<file path="src/rtl/move_link_ctrl.sv">
// move_link_ctrl: sequences the inter-board UART move link.
// Frames local moves as {seq, move}, waits for a matching ack and
// retransmits on timeout. Received moves are delivered once and acked.
// Acks and moves share the single tx instance through a small arbiter.
module move_link_ctrl #(
  parameter int TIMEOUT_CYC = 6_500_000,
  parameter int MAX_RETRY   = 3,
  parameter int GUARD_CYC   = 2
) (
  input  logic       clk_in,
  input  logic       rst_in,
  input  logic       move_valid_in,
  input  logic [6:0] move_in,
  input  logic       tx_busy_in,
  output logic       tx_trigger_out,
  output logic [7:0] tx_val_out,
  input  logic       rx_ready_in,
  input  logic [7:0] rx_data_in,
  output logic       rx_move_valid_out,
  output logic [6:0] rx_move_out,
  output logic       move_sent_out,
  output logic       link_busy_out,
  output logic       link_error_out,
  output logic [1:0] retry_count_out
);

  localparam logic [6:0] ACK_CODE = 7'h7F;
  localparam int TO_W = (TIMEOUT_CYC < 2) ? 1 : $clog2(TIMEOUT_CYC + 1);
  localparam int GD_W = (GUARD_CYC < 2) ? 1 : $clog2(GUARD_CYC + 1);
  localparam logic [TO_W-1:0] TO_LOAD     = TO_W'(TIMEOUT_CYC);
  localparam logic [GD_W-1:0] GD_LOAD     = GD_W'(GUARD_CYC);
  localparam logic [1:0]      RETRY_LIMIT = 2'(MAX_RETRY);

  typedef enum logic [1:0] {IDLE, SEND, WAIT_ACK, ERROR} send_state_t;

  send_state_t     state_q, state_d;
  logic [6:0]      move_q;
  logic            tx_seq_q;
  logic            last_rx_seq_q;
  logic            ack_pending_q;
  logic            ack_seq_q;
  logic [TO_W-1:0] timeout_q;
  logic [GD_W-1:0] guard_q;

  logic rx_is_ack, rx_is_move, rx_new_move;
  logic arb_free, ack_grant, send_grant;
  logic ack_match, timeout_hit, can_retry;
  logic accept_move, retry_inc;

  // Receive decode: the low seven bits distinguish acks from moves.
  assign rx_is_ack   = rx_ready_in && (rx_data_in[6:0] == ACK_CODE);
  assign rx_is_move  = rx_ready_in && (rx_data_in[6:0] != ACK_CODE);
  assign rx_new_move = rx_is_move && (rx_data_in[7] != last_rx_seq_q);

  // Arbiter: a pending ack always beats a waiting move frame.
  assign arb_free   = !tx_busy_in && (guard_q == '0);
  assign ack_grant  = arb_free && ack_pending_q;
  assign send_grant = arb_free && !ack_pending_q && (state_q == SEND);

  assign ack_match   = rx_is_ack && (rx_data_in[7] == tx_seq_q) && (state_q == WAIT_ACK);
  assign timeout_hit = (state_q == WAIT_ACK) && (timeout_q == '0);
  assign can_retry   = retry_count_out < RETRY_LIMIT;

  // Send FSM state register.
  // NOTE: sequential state is updated with non-blocking assignments so every
  // flop samples the pre-edge values regardless of block evaluation order.
  always_ff @(posedge clk_in or negedge rst_in) begin
    if (!rst_in) state_q <= IDLE;
    else         state_q <= state_d;
  end

  // Send FSM next-state logic; a valid ack outranks a same-cycle timeout.
  // NOTE: state_d gets a default before the case so no path leaves it
  // unassigned, which would otherwise infer a latch.
  always_comb begin
    state_d = state_q;
    case (state_q)
      IDLE:     if (move_valid_in) state_d = SEND;
      SEND:     if (send_grant) state_d = WAIT_ACK;
      WAIT_ACK: begin
        if (ack_match)        state_d = IDLE;
        else if (timeout_hit) state_d = can_retry ? SEND : ERROR;
      end
      ERROR:    state_d = ERROR;
      default:  state_d = IDLE;
    endcase
  end

  // Send FSM output decode: move capture and retry accounting strobes.
  always_comb begin
    accept_move = 1'b0;
    retry_inc   = 1'b0;
    case (state_q)
      IDLE:     accept_move = move_valid_in;
      WAIT_ACK: retry_inc   = !ack_match && timeout_hit && can_retry;
      default:  ;
    endcase
  end

  // Send-side registers: status outputs, latched move, sequence and retries.
  // NOTE: every register, outputs included, sits on the async reset so all
  // outputs read 0 the moment rst_in falls, mid-frame or not.
  always_ff @(posedge clk_in or negedge rst_in) begin
    if (!rst_in) begin
      move_sent_out   <= 1'b0;
      link_busy_out   <= 1'b0;
      link_error_out  <= 1'b0;
      retry_count_out <= '0;
      move_q          <= '0;
      tx_seq_q        <= 1'b0;
      timeout_q       <= '0;
    end else begin
      move_sent_out <= ack_match;
      link_busy_out <= (state_d != IDLE);
      if (state_d == ERROR) link_error_out <= 1'b1;
      if (accept_move) move_q <= move_in;
      if (ack_match) tx_seq_q <= ~tx_seq_q;
      if (state_q == IDLE) retry_count_out <= '0;
      else if (retry_inc)  retry_count_out <= retry_count_out + 2'd1;
      // The timeout starts at the grant so it covers the frame's serial time.
      if (send_grant) timeout_q <= TO_LOAD;
      else if ((state_q == WAIT_ACK) && (timeout_q != '0)) timeout_q <= timeout_q - TO_W'(1);
    end
  end

  // Transmit arbiter registers: trigger pulse, frame byte and guard window.
  always_ff @(posedge clk_in or negedge rst_in) begin
    if (!rst_in) begin
      tx_trigger_out <= 1'b0;
      tx_val_out     <= '0;
      guard_q        <= '0;
    end else begin
      tx_trigger_out <= ack_grant || send_grant;
      if (ack_grant)       tx_val_out <= {ack_seq_q, ACK_CODE};
      else if (send_grant) tx_val_out <= {tx_seq_q, move_q};
      // tx raises busy a cycle or two after the trigger; the guard covers that gap.
      if (ack_grant || send_grant) guard_q <= GD_LOAD;
      else if (guard_q != '0)      guard_q <= guard_q - GD_W'(1);
    end
  end

  // Receive-side registers: one-shot delivery and single pending ack slot.
  always_ff @(posedge clk_in or negedge rst_in) begin
    if (!rst_in) begin
      rx_move_valid_out <= 1'b0;
      rx_move_out       <= '0;
      last_rx_seq_q     <= 1'b1;
      ack_pending_q     <= 1'b0;
      ack_seq_q         <= 1'b0;
    end else begin
      rx_move_valid_out <= rx_new_move;
      if (rx_new_move) begin
        rx_move_out   <= rx_data_in[6:0];
        last_rx_seq_q <= rx_data_in[7];
      end
      // A fresh move re-arms the ack even if the old one is being granted now.
      if (rx_is_move) begin
        ack_pending_q <= 1'b1;
        ack_seq_q     <= rx_data_in[7];
      end else if (ack_grant) begin
        ack_pending_q <= 1'b0;
      end
    end
  end

endmodule

</file>
<file path="config.mk">
export PLATFORM = sky130hd
export DESIGN_NAME = move_link_ctrl
export DESIGN_NICKNAME = d
export VERILOG_FILES = /design/src/rtl/move_link_ctrl.sv
export SDC_FILE = /design/constraint.sdc
export NUM_CORES = 1
export LEC_CHECK = 0
export ABC_AREA = 1
export CAP_MARGIN = 10
export CELL_PAD_IN_SITES_DETAIL_PLACEMENT = 1
export CELL_PAD_IN_SITES_GLOBAL_PLACEMENT = 2
export CORE_MARGIN = 1
export CORE_UTILIZATION = 30
export CTS_CLUSTER_SIZE = 30
export DETAILED_ROUTE_END_ITERATION = 16
export PLACE_DENSITY_LB_ADDON = 0.1
export SYNTH_ARGS = -nofsm -noshare
export SYNTH_HDL_FRONTEND = slang
export SYNTH_SLANG_ARGS = --single-unit
</file>
<file path="constraint.sdc">
create_clock -name clk_in -period 1.9 [get_ports clk_in]
set_input_delay 0.38 -clock clk_in [delete_from_list [all_inputs] [get_ports clk_in]]
set_output_delay 0.38 -clock clk_in [all_outputs]
set_load 0.01 [all_outputs]
</file>
==> impl_metrics.prom, run 1 <==
# TYPE chip_impl_metric gauge
chip_impl_metric{name="initial_antenna_violation_count",unit=""} 0
chip_impl_metric{name="placed_cells",unit=""} 591
chip_impl_info{name="synth_top_family_by_area",value="simple AND/OR/NAND/NOR gates"} 1
chip_impl_metric{name="cp_data_required_time",unit="ns"} 1.52
chip_impl_metric{name="timing.final.crit_period",unit="ns"} 1.71
chip_impl_metric{name="cp_slowest_stage_delay",unit="ns"} 0.56
chip_impl_metric{name="critical_path_buf_inv_count",unit=""} 1
chip_impl_info{name="critPathLaunchType",value="register"} 1
chip_impl_metric{name="syn_area_per_cell",unit="µm²"} 7.96
chip_impl_metric{name="effective_utilization_at_floorplan",unit=""} 0.307
chip_impl_metric{name="clk_transition_reported_paths",unit="ns"} 0.08
chip_impl_metric{name="depth_of_the_worst_register_to_register_path",unit=""} 10
chip_impl_metric{name="total_die_area",unit="µm²"} 10900
chip_impl_info{name="min-delay-path-class",value="in -> async"} 1
chip_impl_metric{name="arrival_time_worst_endpoint",unit="ns"} 1.33
chip_impl_metric{name="die_span_in_x",unit="µm"} 105
chip_impl_metric{name="worst_slew_pin_slew",unit="ns"} 0.373
chip_impl_info{name="slowest_stage",value="sky130_fd_sc_hd__clkdlybuf4s50_1"} 1
chip_impl_info{name="reg2reg_from",value="timeout_q[0]"} 1
chip_impl_metric{name="synthesis_stage_register_bit_count",unit=""} 60
chip_impl_metric{name="synth_area",unit="µm²"} 3150
chip_impl_metric{name="worst_skew_pair.late_latency",unit="ns"} 0.36
chip_impl_metric{name="slew_headroom",unit=""} 0.751
chip_impl_metric{name="yosys.area_share.xor_xnor",unit=""} 0.0333
chip_impl_metric{name="cts_num_sinks",unit=""} 60
chip_impl_metric{name="areaGrowthSynthToFinish",unit="%"} 30.4
chip_impl_info{name="worst_path_dominant_cell_family",value="buffers and inverters"} 1
chip_impl_metric{name="finalWeightedCongestion",unit=""} 0.774
chip_impl_metric{name="synthSimpleGateAreaFrac",unit=""} 0.325
chip_impl_metric{name="io_pins",unit=""} 42
chip_impl_metric{name="final_antenna_net_count",unit=""} 0
chip_impl_info{name="critical_path.cell_chain",value="clkdlybuf4s50_1"} 1
chip_impl_metric{name="routed_wire_length_per_instance",unit="µm"} 14.6
chip_impl_metric{name="worstPathMaxFanout",unit=""} 4
chip_impl_metric{name="fin_worst_skew",unit="ns"} 0.0143
chip_impl_metric{name="grt_pass1_vias",unit=""} 3111
chip_impl_metric{name="maxcap_violations",unit=""} 0
chip_impl_metric{name="detail_route.iter0.violations",unit=""} 62
chip_impl_metric{name="routed_wirelength",unit="mm"} 8.88
chip_impl_metric{name="grt_start_max_net_pins",unit=""} 44
chip_impl_metric{name="power_per_cell_area",unit="nW/µm²"} 1370
chip_impl_metric{name="max_freq",unit="GHz"} 0.586
chip_impl_metric{name="finalHoldWorstSlack",unit="ns"} 0.0105
chip_impl_metric{name="placementRows",unit=""} 37
chip_impl_metric{name="fp.coreArea",unit="µm²"} 10300
chip_impl_metric{name="tritoncts_buffers",unit=""} 9
chip_impl_metric{name="drt_pass1_iterations",unit=""} 4
chip_impl_metric{name="finalPower",unit="µW"} 5620
chip_impl_metric{name="io_buffer_count",unit=""} 41
chip_impl_metric{name="post_synth_fa_ha_maj_area_fraction",unit=""} 0.0159
chip_impl_metric{name="grt_overflow",unit=""} 0
chip_impl_metric{name="antennaDiodeCount",unit=""} 0
chip_impl_metric{name="synth.yosys.warnings",unit=""} 0
chip_impl_metric{name="cts_setup_buffers",unit=""} 0
chip_impl_metric{name="postSynthCellCount",unit=""} 396
chip_impl_info{name="layout_common_cells",value="sky130_fd_sc_hd__nand2_1 (116), sky130_fd_sc_hd__dfrtp_1 (59), sky130_fd_sc_hd__nor2_1 (47), sky130_fd_sc_hd__clkdlybuf4s50_1 (40), sky130_fd_sc_hd__inv_1 (39)"} 1
chip_impl_info{name="final_common_cell",value="sky130_fd_sc_hd__nand2_1"} 1
chip_impl_info{name="crit-reg2reg-capture",value="timeout_q[17]"} 1
chip_impl_metric{name="leakagePower",unit="µW"} 0.00196
chip_impl_metric{name="synth.distinct_cells",unit=""} 32
chip_impl_metric{name="die_h",unit="µm"} 105
chip_impl_metric{name="ctsLongestPathBuffers",unit=""} 2
chip_impl_metric{name="filler_cell_count",unit=""} 1299
chip_impl_metric{name="post-dp-hpwl",unit="mm"} 6.78
chip_impl_metric{name="fin_nets",unit=""} 490
chip_impl_metric{name="place_area",unit="µm²"} 3870
chip_impl_metric{name="grt_use_total",unit=""} 0.180
chip_impl_metric{name="drv_slew",unit=""} 0
chip_impl_info{name="worst_setup_path_end_kind",value="output pin"} 1
chip_impl_info{name="run_status",value="complete, no violations"} 1
chip_impl_metric{name="post_drt_via_cell_ratio",unit=""} 4.67
chip_impl_metric{name="reg2reg_setup_slack",unit="ns"} 0.22
chip_impl_metric{name="synth_compound_area_frac",unit=""} 0.0607
chip_impl_metric{name="synth_seq_area_share",unit=""} 0.477
chip_impl_metric{name="postSynthNetCount",unit=""} 420
chip_impl_metric{name="drive_gt1_frac",unit=""} 0.140
chip_impl_metric{name="period_share",unit=""} 0.898
chip_impl_metric{name="report.final.setup_viol",unit=""} 0
chip_impl_metric{name="layout.cell_area.non_filler",unit="µm²"} 4110
chip_impl_metric{name="remaining_drc_errors",unit=""} 0
chip_impl_metric{name="grt_pass1_wl",unit="mm"} 15.3
chip_impl_info{name="critPathKind",value="reg -> out"} 1
chip_impl_metric{name="cts_htree_levels",unit=""} 3
chip_impl_info{name="clock-root-buffer",value="sky130_fd_sc_hd__clkbuf_8"} 1
chip_impl_info{name="grt_setup_unrepaired",value="false"} 1
chip_impl_info{name="cts_tree",value="done"} 1
chip_impl_metric{name="final_non_filler_cells",unit=""} 607
chip_impl_metric{name="detailed_route_via_count",unit=""} 2833
chip_impl_metric{name="ir_drop",unit="µV"} 497
chip_impl_metric{name="timing_hold_violations_final",unit=""} 0
chip_impl_metric{name="synth.area.mux_share",unit=""} 0.0250
-- per-layer routing --
metal  GRT usage  wire, µm  up-vias
met3      0.0464       270        9
li1            -         -     1415
met1       0.227      4160     1374
met2       0.304      4350       35
met5           0         0        -
met4      0.0459        91        0
-- worst max-delay path by stage --
stage                  startpoint            endpoint  slack [ns]  cells past startpoint
2_1_floorplan        timeout_q[0]        timeout_q[7]        0.32                     10
6_report       retry_count_out[0]  retry_count_out[0]        0.19                      1
5_1_grt              timeout_q[0]        timeout_q[7]       0.002                     10
3_3_place_gp        rx_data_in[1]      link_error_out        0.01                     10
3_5_place_dp           tx_busy_in      link_error_out       -0.04                      9
4_1_cts             timeout_q[10]       timeout_q[17]        0.11                      9
-- area by class of cell --
| cell class | count | area, µm² | area share |
|---|---|---|---|
| Clock buffer | 10 | 138 | 0.0335 |
| Clock inverter | 6 | 93.8 | 0.0228 |
| Timing Repair Buffer | 65 | 598 | 0.146 |
| Tap cell | 136 | 170 | 0.0414 |
| Sequential cell | 60 | 1500 | 0.366 |
| Multi-Input combinational cell | 290 | 1460 | 0.354 |
| Inverter | 40 | 151 | 0.0368 |
-- Yosys cell counts, drive strengths merged --
master	instances	area, µm²
ha	4	50.1
or2	2	12.5
xor2	7	61.3
mux2	7	78.8
a21o	1	7.51
nand3	35	180
xnor2	5	43.8
nand4	15	93.8
buf	6	48.8
o22ai	1	6.26
nand3b	2	15.0
o31ai	1	7.51
a21oi	4	20.0
inv	39	146
nor2	54	228
nor3	6	30.0
o21ai	24	128
o211ai	1	7.51
nand2	119	464
dfrtp	59	1480
dfstp	1	26.3
clkinv	1	5.00
a21boi	1	7.51
o21a	1	7.51
-- logic make-up (layout without fill, tap and decap cells) --
group                    Yosys count  after routing
flip-flops                        60             60
XOR/XNOR                          12             12
adder cells (fa/ha/maj)            4              4
AND/OR/NAND/NOR                  233            233
multiplexers                       7              7
AO/OA/AOI/OAI                     34             34
buffers and inverters             46            121
-- power by group --
group / switching [µW] / internal (µW) / total [µW]
logic: 1270 / 951 / 2220
registers: 318 / 1700 / 2020
clock network: 598 / 786 / 1380
-- per-stage QoR --
stage / setup TNS [ns] / util / worst slack (ns)
floorplan: 0 / - / 0.321
global placement: 0 / 0.377 / 0.0102
detailed placement: -0.421 / 0.377 / -0.0432
CTS: 0 / 0.399 / 0.107
global route: 0 / 0.400 / 0.00226
finish: 0 / 0.400 / 0.194
-- registers in the layout (all words and copies together), names as in the netlist --
signal             flops
ack_seq_q              1
retry_count_out        2
move_sent_out          1
guard_q                2
rx_move_out            7
move_q                 7
tx_val_out             8
link_busy_out          1
ack_pending_q          1
tx_seq_q               1
link_error_out         1
tx_trigger_out         1
last_rx_seq_q          1
timeout_q             23
state_q                2
rx_move_valid_out      1
-- what timing repair did --
action / 4_1_cts / 5_1_grt
endpoints found under the setup margin: 0 / 18
hold buffers: 0 / 0
resized for setup: 0 / 2
Power figures use the tool's default switching activity.
==> run 2: changes to the inputs <==
- CORE_UTILIZATION: 30 -> 32
- RECOVER_POWER: not set -> 50
==> run 2 against run 1 <==
The flow now finishes with violations (max-capacitance violations, max-slew violations). Sequential share of layout area decreased by 0.37 points. Cell count increased by 0.33%. Worst setup slack got worse by 0.032 ns. Highest routed layer unchanged.
==> impl_metrics.prom, run 2 (same netlist as run 1, synthesis figures left out) <==
# TYPE chip_impl_metric gauge
chip_impl_metric{name="fin_nets",unit=""} 499
chip_impl_metric{name="io_buffer_count",unit=""} 41
chip_impl_info{name="worst_setup_path_end_kind",value="register"} 1
chip_impl_metric{name="total_die_area",unit="µm²"} 10300
chip_impl_metric{name="post-dp-hpwl",unit="mm"} 6.95
chip_impl_metric{name="grt_pass1_vias",unit=""} 3108
chip_impl_metric{name="largest_reg_flops",unit=""} 23
chip_impl_metric{name="timing_hold_violations_final",unit=""} 0
chip_impl_metric{name="worstPathMaxFanout",unit=""} 11
chip_impl_info{name="failing_checks",value="max-capacitance violations, max-slew violations"} 1
chip_impl_metric{name="cp_data_required_time",unit="ns"} 2.12
chip_impl_metric{name="placementRows",unit=""} 35
chip_impl_metric{name="ctsLongestPathBuffers",unit=""} 2
chip_impl_metric{name="report.final.setup_viol",unit=""} 0
chip_impl_metric{name="power_per_cell_area",unit="nW/µm²"} 1360
chip_impl_metric{name="detail_route.iter0.violations",unit=""} 69
chip_impl_metric{name="worst_slew_pin_slew",unit="ns"} 1.56
chip_impl_metric{name="postCtsHoldBufs",unit=""} 0
chip_impl_metric{name="cts_num_sinks",unit=""} 60
chip_impl_metric{name="post_drt_via_cell_ratio",unit=""} 4.76
chip_impl_metric{name="critical_path_buf_inv_count",unit=""} 1
chip_impl_info{name="grt_setup_unrepaired",value="false"} 1
chip_impl_info{name="critical-path-top-cell-by-count",value="sky130_fd_sc_hd__nand2_4"} 1
chip_impl_metric{name="die_span_in_x",unit="µm"} 101
chip_impl_metric{name="worst_skew_pair.late_latency",unit="ns"} 0.34
chip_impl_metric{name="timing.final.crit_period",unit="ns"} 1.74
chip_impl_info{name="cts_tree",value="done"} 1
chip_impl_metric{name="die_h",unit="µm"} 101
chip_impl_metric{name="grt_start_max_net_pins",unit=""} 61
chip_impl_metric{name="clk_transition_reported_paths",unit="ns"} 0.07
chip_impl_metric{name="drt_pass1_iterations",unit=""} 4
chip_impl_metric{name="tritoncts_buffers",unit=""} 9
chip_impl_metric{name="cts_htree_levels",unit=""} 3
chip_impl_metric{name="routed_wire_length_per_instance",unit="µm"} 14.8
chip_impl_metric{name="remaining_drc_errors",unit=""} 0
chip_impl_metric{name="drive_gt1_frac",unit=""} 0.163
chip_impl_metric{name="antennaDiodeCount",unit=""} 0
chip_impl_metric{name="drv_slew",unit=""} 61
chip_impl_metric{name="place_worst_setup_slack",unit="ns"} -0.148
chip_impl_info{name="min-delay-path-class",value="reg -> reg"} 1
chip_impl_info{name="slowest_stage",value="sky130_fd_sc_hd__dfrtp_1"} 1
chip_impl_metric{name="finalWeightedCongestion",unit=""} 0.760
chip_impl_metric{name="setup_slack",unit="ns"} 0.162
chip_impl_metric{name="grt_use_total",unit=""} 0.201
chip_impl_info{name="worst_path_dominant_cell_family",value="simple AND/OR/NAND/NOR gates"} 1
chip_impl_metric{name="areaGrowthSynthToFinish",unit="%"} 31.8
chip_impl_metric{name="fp.coreArea",unit="µm²"} 9370
chip_impl_metric{name="arrival_time_worst_endpoint",unit="ns"} 1.96
chip_impl_metric{name="leakagePower",unit="µW"} 0.00199
chip_impl_metric{name="slew_headroom",unit=""} -0.0401
chip_impl_info{name="most_flops_register",value="timeout_q"} 1
chip_impl_metric{name="io_pins",unit=""} 42
chip_impl_info{name="run_status",value="finished with violations"} 1
chip_impl_metric{name="maxcap_violations",unit=""} 1
chip_impl_metric{name="cts_setup_buffers",unit=""} 0
chip_impl_metric{name="ir_drop",unit="µV"} 512
chip_impl_info{name="critical_path.cell_chain",value="nor2_1, nand2_2, nor2_4, nand3_2, nand2_4, nand2_4, buf_4, nand2_1, o21ai_1"} 1
chip_impl_metric{name="effective_utilization_at_floorplan",unit=""} 0.336
chip_impl_metric{name="cp_slowest_stage_delay",unit="ns"} 0.42
chip_impl_info{name="clock-root-buffer",value="sky130_fd_sc_hd__clkbuf_8"} 1
chip_impl_metric{name="max_freq",unit="GHz"} 0.576
chip_impl_info{name="critPathLaunchType",value="register"} 1
chip_impl_metric{name="routed_wirelength",unit="mm"} 9.02
chip_impl_metric{name="fin_worst_skew",unit="ns"} 0.00947
chip_impl_info{name="critPathKind",value="reg -> reg"} 1
chip_impl_metric{name="grt_pass1_wl",unit="mm"} 15.6
chip_impl_metric{name="period_share",unit=""} 0.914
chip_impl_metric{name="grt_overflow",unit=""} 0
chip_impl_info{name="layout_common_cells",value="sky130_fd_sc_hd__nand2_1 (115), sky130_fd_sc_hd__dfrtp_1 (59), sky130_fd_sc_hd__nor2_1 (43), sky130_fd_sc_hd__inv_1 (39), sky130_fd_sc_hd__clkdlybuf4s50_1 (39)"} 1
chip_impl_metric{name="final_antenna_net_count",unit=""} 0
chip_impl_metric{name="detailed_route_via_count",unit=""} 2899
chip_impl_info{name="reg.largest.list",value="timeout_q x23, tx_val_out x8"} 1
chip_impl_info{name="final_common_cell",value="sky130_fd_sc_hd__nand2_1"} 1
chip_impl_metric{name="finalPower",unit="µW"} 5650
chip_impl_metric{name="initial_antenna_violation_count",unit=""} 0
[run 2: changes by cell type in the layout (fill, tap and decap cells not counted), moves of 2 or more]
cell / previous run / this run
sky130_fd_sc_hd__nor2_1: 47 / 43
sky130_fd_sc_hd__nor2_2: 5 / 9
sky130_fd_sc_hd__clkbuf_1: 0 / 3
sky130_fd_sc_hd__inv_6: 2 / 0
sky130_fd_sc_hd__buf_4: 23 / 30
[run 2: area by class of cell]
class	instances	area (µm²)
inverters	40	153
clock buffers	12	145
fillers	1171	5220
repair buffers	74	647
clock inverters	4	72.6
multi-input cells	290	1470
well taps	129	161
flip-flops and latches	60	1500
[run 2: per-layer routing]
layer	up-vias	routed length [µm]	track usage
li1	1438	-	-
met1	1404	4100	0.250
met2	46	4530	0.347
met3	11	256	0.0428
met4	0	129	0.0647
met5	-	0	0
[run 2: final timing paths]
check                           slack (ns)  cells past startpoint      startpoint        endpoint
worst max-delay path                  0.16                      9   timeout_q[14]   timeout_q[11]
worst min-delay path                  0.47                      2  link_error_out  link_error_out
worst max register to register        0.16                      9   timeout_q[14]   timeout_q[11]
worst min register to register        0.47                      2  link_error_out  link_error_out
max in group asynchronous             0.45                      2          rst_in       ack_seq_q
min in group asynchronous             0.51                      2          rst_in   timeout_q[11]
[run 2: power breakdown]
part           switching [µW]  total, µW  internal [µW]
registers                 315       2010           1700
logic                    1320       2330           1010
clock network             532       1310            774
[run 2: per-stage QoR]
step / setup TNS (ns) / instance area [µm²] / hold slack (ns) / utilization / std cells
2_1_floorplan: 0 / 3150 / 0.0844 / - / 396
3_3_place_gp: -0.140 / 3930 / 0.422 / 0.419 / 593
3_5_place_dp: -2.19 / 3930 / 0.419 / 0.419 / 593
4_1_cts: 0 / 4150 / 0.0546 / 0.443 / 609
5_1_grt: 0 / 4150 / 0.500 / 0.443 / 609
6_report: 0 / 4150 / 0.466 / 0.443 / 609
[run 2: what timing repair did]
action | 4_1_cts | 5_1_grt
endpoints found under the hold margin | 0 | 0
setup endpoints to repair | 0 | 22
resized for setup | 0 | 9
[run 2: worst min-delay path, stage by stage (launching register included)]
cell and delay (ns):
sky130_fd_sc_hd__dfrtp_1 0.34, sky130_fd_sc_hd__inv_1 0.04, sky130_fd_sc_hd__nand2_1 0.05
==> run 3: changes to the inputs <==
- GPL_TIMING_DRIVEN: not set -> 1
==> results of run 3 <==
Same layout as run 2: the final DEF is identical, and so are final timing and power.
